`config.mk`:
```
export PLATFORM = sky130hd
export DESIGN_NAME = mem_lsu
export DESIGN_NICKNAME = d
export VERILOG_FILES = /design/src/rtl/mem_lsu.sv
export SDC_FILE = /design/constraint.sdc
export NUM_CORES = 1
export LEC_CHECK = 0
export BUFFER_PORTS_ARGS = -buffer_cell sky130_fd_sc_hd__buf_2
export CAP_MARGIN = 20
export CORE_ASPECT_RATIO = 0.9
export CORE_UTILIZATION = 43
export DETAILED_ROUTE_END_ITERATION = 10
export MAX_ROUTING_LAYER = met4
export PLACE_DENSITY = 0.79
export SLEW_MARGIN = 40
export SYNTH_ARGS = -nofsm -noshare
export SYNTH_HDL_FRONTEND = slang
export SYNTH_SLANG_ARGS = --single-unit
```
`constraint.sdc`:
```
create_clock -name clk -period 1.6 [get_ports clk]
set_input_delay 0.16 -clock clk [delete_from_list [all_inputs] [get_ports clk]]
set_output_delay 0.16 -clock clk [all_outputs]
set_load 0.03 [all_outputs]
```
`src/rtl/mem_lsu.sv`:
```
// MEM-stage load/store unit: runs one aligned data-memory transaction at a time
// on a req/ack port, with lane steering, store replication and load extension.
module mem_lsu #(
  parameter int TIMEOUT_CYCLES = 16,
  parameter int TCNT_W         = 5
) (
  input  logic        clk,
  input  logic        rst,
  input  logic        lsu_start,
  input  logic        lsu_we,
  input  logic [2:0]  lsu_op,
  input  logic [31:0] lsu_addr,
  input  logic [31:0] lsu_wdata,
  output logic        lsu_busy,
  output logic        lsu_done,
  output logic        lsu_err,
  output logic [1:0]  lsu_err_cause,
  output logic [31:0] lsu_rdata,
  output logic        dmem_req,
  output logic        dmem_we,
  output logic [31:0] dmem_addr,
  output logic [3:0]  dmem_be,
  output logic [31:0] dmem_wdata,
  input  logic [31:0] dmem_rdata,
  input  logic        dmem_ack
);

  typedef enum logic [1:0] {IDLE, REQ, ERR} state_t;

  localparam logic [1:0] CAUSE_NONE  = 2'b00;
  localparam logic [1:0] CAUSE_MISAL = 2'b01;
  localparam logic [1:0] CAUSE_ILLOP = 2'b10;
  localparam logic [1:0] CAUSE_TMO   = 2'b11;

  // Last REQ cycle count at which a missing ack becomes a timeout.
  localparam logic [TCNT_W-1:0] TLIM =
    TCNT_W'((TIMEOUT_CYCLES > 0) ? (TIMEOUT_CYCLES - 1) : 0);
  localparam bit TMO_EN = (TIMEOUT_CYCLES > 0);

  state_t            state, state_nxt;
  logic [TCNT_W-1:0] tcnt, tcnt_nxt;

  logic [2:0] op_q;
  logic [1:0] lane_q;
  logic       we_q;

  logic       accept, op_illegal, op_misal, tmo_hit;
  logic       bus_load, req_nxt, done_nxt, err_nxt, rdata_load;
  logic [1:0] cause_nxt;

  function automatic logic [3:0] be_fmt(input logic [2:0] op, input logic [1:0] lane);
    case (op[1:0])
      2'b00:   be_fmt = 4'b0001 << lane;
      2'b01:   be_fmt = lane[1] ? 4'b1100 : 4'b0011;
      default: be_fmt = 4'b1111;
    endcase
  endfunction

  function automatic logic [31:0] st_fmt(input logic [2:0] op, input logic [31:0] wd);
    case (op[1:0])
      2'b00:   st_fmt = {4{wd[7:0]}};
      2'b01:   st_fmt = {2{wd[15:0]}};
      default: st_fmt = wd;
    endcase
  endfunction

  function automatic logic [31:0] ld_fmt(input logic [2:0] op, input logic [1:0] lane,
                                         input logic [31:0] rd);
    logic signed [7:0]  b;
    logic signed [15:0] h;
    logic signed [31:0] ext;
    b   = rd[8*lane +: 8];
    h   = rd[16*lane[1] +: 16];
    ext = '0;
    case (op)
      3'b000:  ext = b;
      3'b001:  ext = h;
      3'b100:  ext = {24'd0, b};
      3'b101:  ext = {16'd0, h};
      default: ext = rd;
    endcase
    ld_fmt = ext;
  endfunction

  // The done cycle still counts as busy, so a start there is dropped too.
  assign lsu_busy = (state != IDLE) || lsu_done;
  assign accept   = (state == IDLE) && !lsu_done && lsu_start;
  assign tmo_hit  = TMO_EN && (tcnt == TLIM);

  always_comb begin
    op_illegal = 1'b0;
    if (lsu_we)
      op_illegal = !(lsu_op == 3'b000 || lsu_op == 3'b001 || lsu_op == 3'b010);
    else
      op_illegal = (lsu_op == 3'b011 || lsu_op == 3'b110 || lsu_op == 3'b111);
    op_misal = ((lsu_op[1:0] == 2'b01) && lsu_addr[0]) ||
               ((lsu_op[1:0] == 2'b10) && (lsu_addr[1:0] != 2'b00));
  end

  always_ff @(posedge clk) begin
    if (rst) state <= IDLE;
    else     state <= state_nxt;
  end

  always_comb begin
    state_nxt = state;
    case (state)
      IDLE:    if (accept) state_nxt = (op_illegal || op_misal) ? ERR : REQ;
      REQ:     if (dmem_ack || tmo_hit) state_nxt = IDLE;
      ERR:     state_nxt = IDLE;
      default: state_nxt = IDLE;
    endcase
  end

  always_comb begin
    bus_load   = 1'b0;
    req_nxt    = 1'b0;
    done_nxt   = 1'b0;
    err_nxt    = 1'b0;
    cause_nxt  = CAUSE_NONE;
    rdata_load = 1'b0;
    tcnt_nxt   = '0;
    case (state)
      IDLE: begin
        if (accept) begin
          if (op_illegal) begin
            done_nxt  = 1'b1;
            err_nxt   = 1'b1;
            cause_nxt = CAUSE_ILLOP;
          end else if (op_misal) begin
            done_nxt  = 1'b1;
            err_nxt   = 1'b1;
            cause_nxt = CAUSE_MISAL;
          end else begin
            bus_load = 1'b1;
            req_nxt  = 1'b1;
          end
        end
      end
      REQ: begin
        if (dmem_ack) begin
          done_nxt   = 1'b1;
          rdata_load = 1'b1;
        end else if (tmo_hit) begin
          done_nxt  = 1'b1;
          err_nxt   = 1'b1;
          cause_nxt = CAUSE_TMO;
        end else begin
          req_nxt  = 1'b1;
          tcnt_nxt = tcnt + TCNT_W'(1);
        end
      end
      default: ;
    endcase
  end

  // Control and visible outputs
  always_ff @(posedge clk) begin
    if (rst) begin
      tcnt          <= '0;
      lsu_done      <= 1'b0;
      lsu_err       <= 1'b0;
      lsu_err_cause <= CAUSE_NONE;
      lsu_rdata     <= '0;
      dmem_req      <= 1'b0;
      dmem_we       <= 1'b0;
      dmem_addr     <= '0;
      dmem_be       <= '0;
      dmem_wdata    <= '0;
    end else begin
      tcnt          <= tcnt_nxt;
      lsu_done      <= done_nxt;
      lsu_err       <= err_nxt;
      lsu_err_cause <= cause_nxt;
      dmem_req      <= req_nxt;
      if (bus_load) begin
        dmem_we    <= lsu_we;
        dmem_addr  <= {lsu_addr[31:2], 2'b00};
        dmem_be    <= be_fmt(lsu_op, lsu_addr[1:0]);
        dmem_wdata <= st_fmt(lsu_op, lsu_wdata);
      end
      if (rdata_load)
        lsu_rdata <= we_q ? 32'd0 : ld_fmt(op_q, lane_q, dmem_rdata);
    end
  end

  // Transaction context used for load formatting at ack time
  always_ff @(posedge clk) begin
    if (bus_load) begin
      op_q   <= lsu_op;
      lane_q <= lsu_addr[1:0];
      we_q   <= lsu_we;
    end
  end

endmodule

```
# Word level (Yosys, flattened, before mapping)
# Index checks and enable logic that the tools add are counted.
[totals] ff_bits=117 in_bits=104 out_inout_bits=107 wordCells=88
[classes] add_sub_neg=1 n_eq_ne=14 shifts=3 mux=33 bitwise_logic=1 reduce_logical=22
[ops] operator="case mux 32 bit (4 select lines)" count=1
[ops] operator="case mux 32 bit (2 select lines)" count=1
[ops] operator="two-way mux 32 bit" count=1
[ops] operator="variable part select 32 x 6 -> 16 bit" count=1
[ops] operator="variable part select 32 x 6 -> 8 bit" count=1
[ops] operator="two-way mux 1 bit" count=16
[ops] operator="two-way mux 2 bit" count=7
[ops] operator="== test 3 bit (second input constant)" count=4
[ops] operator="logical OR 1 bit" count=8
[ops] operator="case mux 2 bit (2 select lines)" count=2
[ops] operator="case mux 4 bit (2 select lines)" count=1
[ops] operator="== test 3 x 1 -> 1 bit (second input constant)" count=2
[ops] operator="== test 3 x 2 -> 1 bit (second input constant)" count=2
[ops] operator="zero test 3 bit" count=2
[ops] operator="case mux 1 bit (2 select lines)" count=3
[ops] operator="adder 5 x 1 -> 5 bit (second input constant)" count=1
[ops] operator="== test 5 x 4 -> 1 bit (second input constant)" count=1
[ops] operator="== test 2 x 1 -> 1 bit (second input constant)" count=2
[ops] operator="logical AND 1 bit" count=4
[ops] operator="zero test 2 bit" count=2
[ops] operator="two-way mux 4 bit" count=1
[ops] operator="!= test 2 bit (second input constant)" count=2
[ops] operator="nonzero test 2 bit" count=2
[ops] operator="OR reduction 4 bit" count=1
[ops] operator="other kinds (5)" count=6

# Depth between registers and ports, before layout
[depth] depth_word=9 ltp_mapped=8 depth_no_buf=6

# Least setup slack after synthesis
# No wires, ideal clock.
[synth_timing] kind="register to register" from="register lane_q[0]" to="register lsu_rdata[20]" setup_ns=0.117 t_arrival_ns=1.631 t_required_ns=1.483 slack_ns=-0.147 path_stages_with_launch=6 n_path_buf=1 synth_period_minus_slack_ns=1.747 path_cell_list="edfxtp_1 mux2_4 a221oi_4 a21boi_4 buf_6 a22o_1"
[synth_between] elab_chain_cells=3
[synth_lines] element="from (decl)" line_no="44" source="logic [1:0] lane_q;"
[synth_lines] element="from (signal assigned)" line_no="191" source="lane_q <= lsu_addr[1:0];"
[synth_lines] element="variable part select 32 x 6 -> 8 bit" line_no="72" source="b = rd[8*lane +: 8];"
[synth_lines] element="case mux 32 bit (4 select lines)" line_no="75" source="case (op)"
[synth_lines] element="two-way mux 32 bit" line_no="183" source="lsu_rdata <= we_q ? 32'd0 : ld_fmt(op_q, lane_q, dmem_rdata);"
[synth_lines] element="to (signal assigned)" line_no="183"
[synth_lines] element="to (decl)" line_no="18" source="output logic [31:0] lsu_rdata,"
# Every way passes these cells.
# A chain may end at the register's enable or synchronous reset.

# Worst setup path after layout
[layout_timing] from="register lane_q[0]" to="register lsu_rdata[17]"
# The elaborated chain is that of the path after synthesis.

==> impl_metrics.yaml <==
power:
  p_leak_nw: 3.349
  clock_power_share_pct: 48.7
  p_sw_share_pct: 25.05
  p_seq_share_pct: 36.9
  power.density_nw_per_um2: 1154
  vdd_drop_max_v: 0.0007443
  p_switching_mw: 2.125
  comb_power_share_pct: 14.4
  p_int_mw: 6.357
  finalPower_mw: 8.482
place:
  placed_cell_area_um2: 6294
  place_congestion: 0.8682
  io_buffers: 208
  pre_cts_ws_ns: -0.1238
  place_inst: 915
  dpl.hpwl_um: 10550
clock_network:
  ctsHtreeMaxLevel: 4
  clock_path_buffers: 2
  cts_buffers: 17
  cts_tree: "yes"
  root_buffer: "clkbuf_16"
  clkTransAtPathRegs_ns: 0.05
  worstSkewPairLatency_ns: 0.42
  cts.sinks: 117
route:
  dr.pass1.iters: 7
  ant_nets: 0
  drc: 0
  drt_wl_total_um: 16160
  dr_total_vias: 5268
  routedWlPerCell_um: 16.45
  dr.first_iter.drc_count: 449
  post_drt_via_cell_ratio: 5.365
synth:
  synthAdderAreaFrac_pct: 0.5029
  netlist_instances: 569
  ys_ff_latch: 117
  synth-async-reset-ratio_pct: 0
  yosysUniqueCellTypes: 42
  synth_top_family_by_area: "compound AO/OA/AOI/OAI gates"
  ys_seq_area_share_pct: 48.28
  synth_warnings: 0
  ys.flop_type: "dfxtp_1"
  syn_area_um2: 4976
  synth-edff-count: 6
  synth_area_per_cell_um2: 8.745
  synthMuxAreaShare_pct: 7.166
  yosys.area_share.simple_pct: 19.44
  synth_xor_area_share_pct: 0.3520
  synth_compound_area_share_pct: 19.51
status:
  violations: "setup timing"
  status: "finished, violations left"
critical_path:
  crit_required_ns: 1.90
  path_buf_inv: 1
  critPathSlowestCell: "edfxtp_1"
  critPathMaxFanout: 8
  r2r_cells: 5
  cp-start-kind: "flip-flop"
  reg2reg_to: "lsu_rdata[17]"
  rrSetupSlack_ns: -0.10
  setup.worst_path.end_class: "flip-flop"
  max_stage_delay_ns: 0.42
  path_class: "reg -> reg"
  crit_family: "compound AO/OA/AOI/OAI gates"
  crit_arrival_ns: 2.00
  r2r_start: "lane_q[0]"
  crit_chain: "mux2_4 -> a221oi_4 -> buf_4 -> a21boi_4 -> a22o_2"
  crit_cells: 5
min_path:
  hp-start: "lsu_wdata[5]"
  hold_path_class: "in -> reg"
  min_path_cells: 3
  worstHoldEndpoint: "dmem_wdata[5]"
global_route:
  overflow: 0
  antenna_found_initial: 0
  grt_usage_pct: 27.57
  grt_max_degree: 75
  grt_pass1_wl_um: 24870
  grt_pass1_vias: 5263
die:
  ioPinCount: 211
  core_area_um2: 11040
  die_height_um: 104.1
  die_w_um: 115.4
  die_area_um2: 12010
  fp-row-count: 36
  start_util_pct: 45.09
finish:
  final_common_cell: "buf_2"
  mostFrequentLayoutCells: "buf_2 (207), nand2_1 (129), dfxtp_1 (109), a21oi_1 (54)"
  drive_gt1_share_pct: 35.90
  instances_no_fill: 982
  antennaDiodeCount: 0
  final_cell_area_um2: 7348
  nets: 924
  area_growth_pct: 47.67
sta:
  hold_viol_final: 0
  worst_slew_pin_slew_ns: 0.8100
  fin_crit_sh_pct: 106.5
  setup_ws_ns: -0.1041
  fmax_mhz: 586.8
  worst_hold_slack_ns: 0.03692
  rsz0062_at_grt: "true"
  finClkSkew_ns: 0.008830
  slew_violations: 0
  relSlewSlack_pct: 46.00
  period_minus_slack_ns: 1.704
  setup_viol: 24
flow_run:
  drv_cap: 0
[repair_timing]
| action | in CTS | in global routing |
|---|---|---|
| gates resized for setup | 4 | 9 |
| cloned | 0 | 2 |
| buffers inserted | 0 | 3 |
| pin swaps | 2 | 5 |
| hold buffers | 31 | 0 |
| setup endpoints to repair | 26 | 45 |
| endpoints found under the hold margin | 31 | 0 |
[logic make-up after synthesis]
group / after synthesis
compound gates: 145
xor+xnor: 2
fa+ha+maj: 2
buf+inv: 50
flops: 117
mux: 34
other cells: 1
simple gates: 218
[stage by stage]
stage | TNS, ns | utilization, %
finish | -1.471 | 66.59
global route | -2.913 | 66.59
CTS | -1.353 | 65.79
detailed placement | -1.458 | 57.03
global placement | -0.5675 | 57.03
floorplan | -2.088 | -
[metal layers]
metal,share of wire [%],vias up,global-route usage (%)
li1,-,2467,-
met1,39,2463,29.73
met2,49,288,44.40
met3,7.6,50,8.450
met4,3.6,0,16.05
met5,0,-,-
[layout make-up]
class | instances | area (um2)
Tap cell | 152 | 190.2
Inverter | 6 | 27.53
Clock inverter | 8 | 143.9
Clock buffer | 23 | 499.2
Timing Repair Buffer | 272 | 1684
Multi-Input combinational cell | 404 | 2399
Sequential cell | 117 | 2405
Fill cell | 881 | 3687
[registers in the layout, summed over array words and instances, names as in the netlist, 2 cells and up]
name	flops
dmem_wdata	32
lsu_rdata	32
dmem_addr	30
tcnt	5
dmem_be	4
op_q	3
lane_q	2
lsu_err_cause	2
state	2
[Yosys cell counts (all sizes together), types with 2 or more instances]
cell type	count	share of area, %
mux2	10	2.3
a311oi	10	1.8
edfxtp	6	3.6
a22o	16	3.0
o21ai	29	2.9
clkbuf	23	1.7
a221oi	2	0.70
a21oi	55	5.5
nor4	2	0.25
and3	2	0.25
nor2	33	2.5
mux2i	24	4.8
nand2b	32	4.0
o211ai	9	1.4
buf	21	2.5
nor3	4	0.40
dfxtp	111	45
ha	2	0.50
inv	6	0.45
nand3b	3	0.45
nand2	129	9.7
nor2b	8	1.0
a32o	8	1.6
a211oi	13	2.0
[worst max-delay path by stage]
stage	slack, ns	endpoint	start
detailed placement	-0.12	lsu_rdata[13]	lane_q[0]
floorplan	-0.15	lsu_rdata[20]	lane_q[0]
global route	-0.16	lsu_rdata[31]	lane_q[0]
global placement	-0.07	lsu_rdata[14]	lane_q[0]
finish	-0.10	lsu_rdata[17]	lane_q[0]
CTS	-0.09	lsu_rdata[13]	lane_q[0]
[power by group through the flow]
stage	clock (mW)	sequential, mW	combinational, mW
finish	4.13	3.13	1.22
global placement	0	3.18	1.08
floorplan	0	3.40	0.453
detailed placement	0	3.18	1.10
CTS	4.18	3.12	1.17
global route	4.32	3.14	1.31
[worst reg2reg max path: cells and delay by family, from the launching register on]
kind                   cells  cell delay, ns
DFF                        1            0.42
buffers and inverters      1            0.18
AOI/OAI and AO/OA          3            0.65
muxes                      1            0.34
Note: power is estimated with default switching activity, not from simulation.
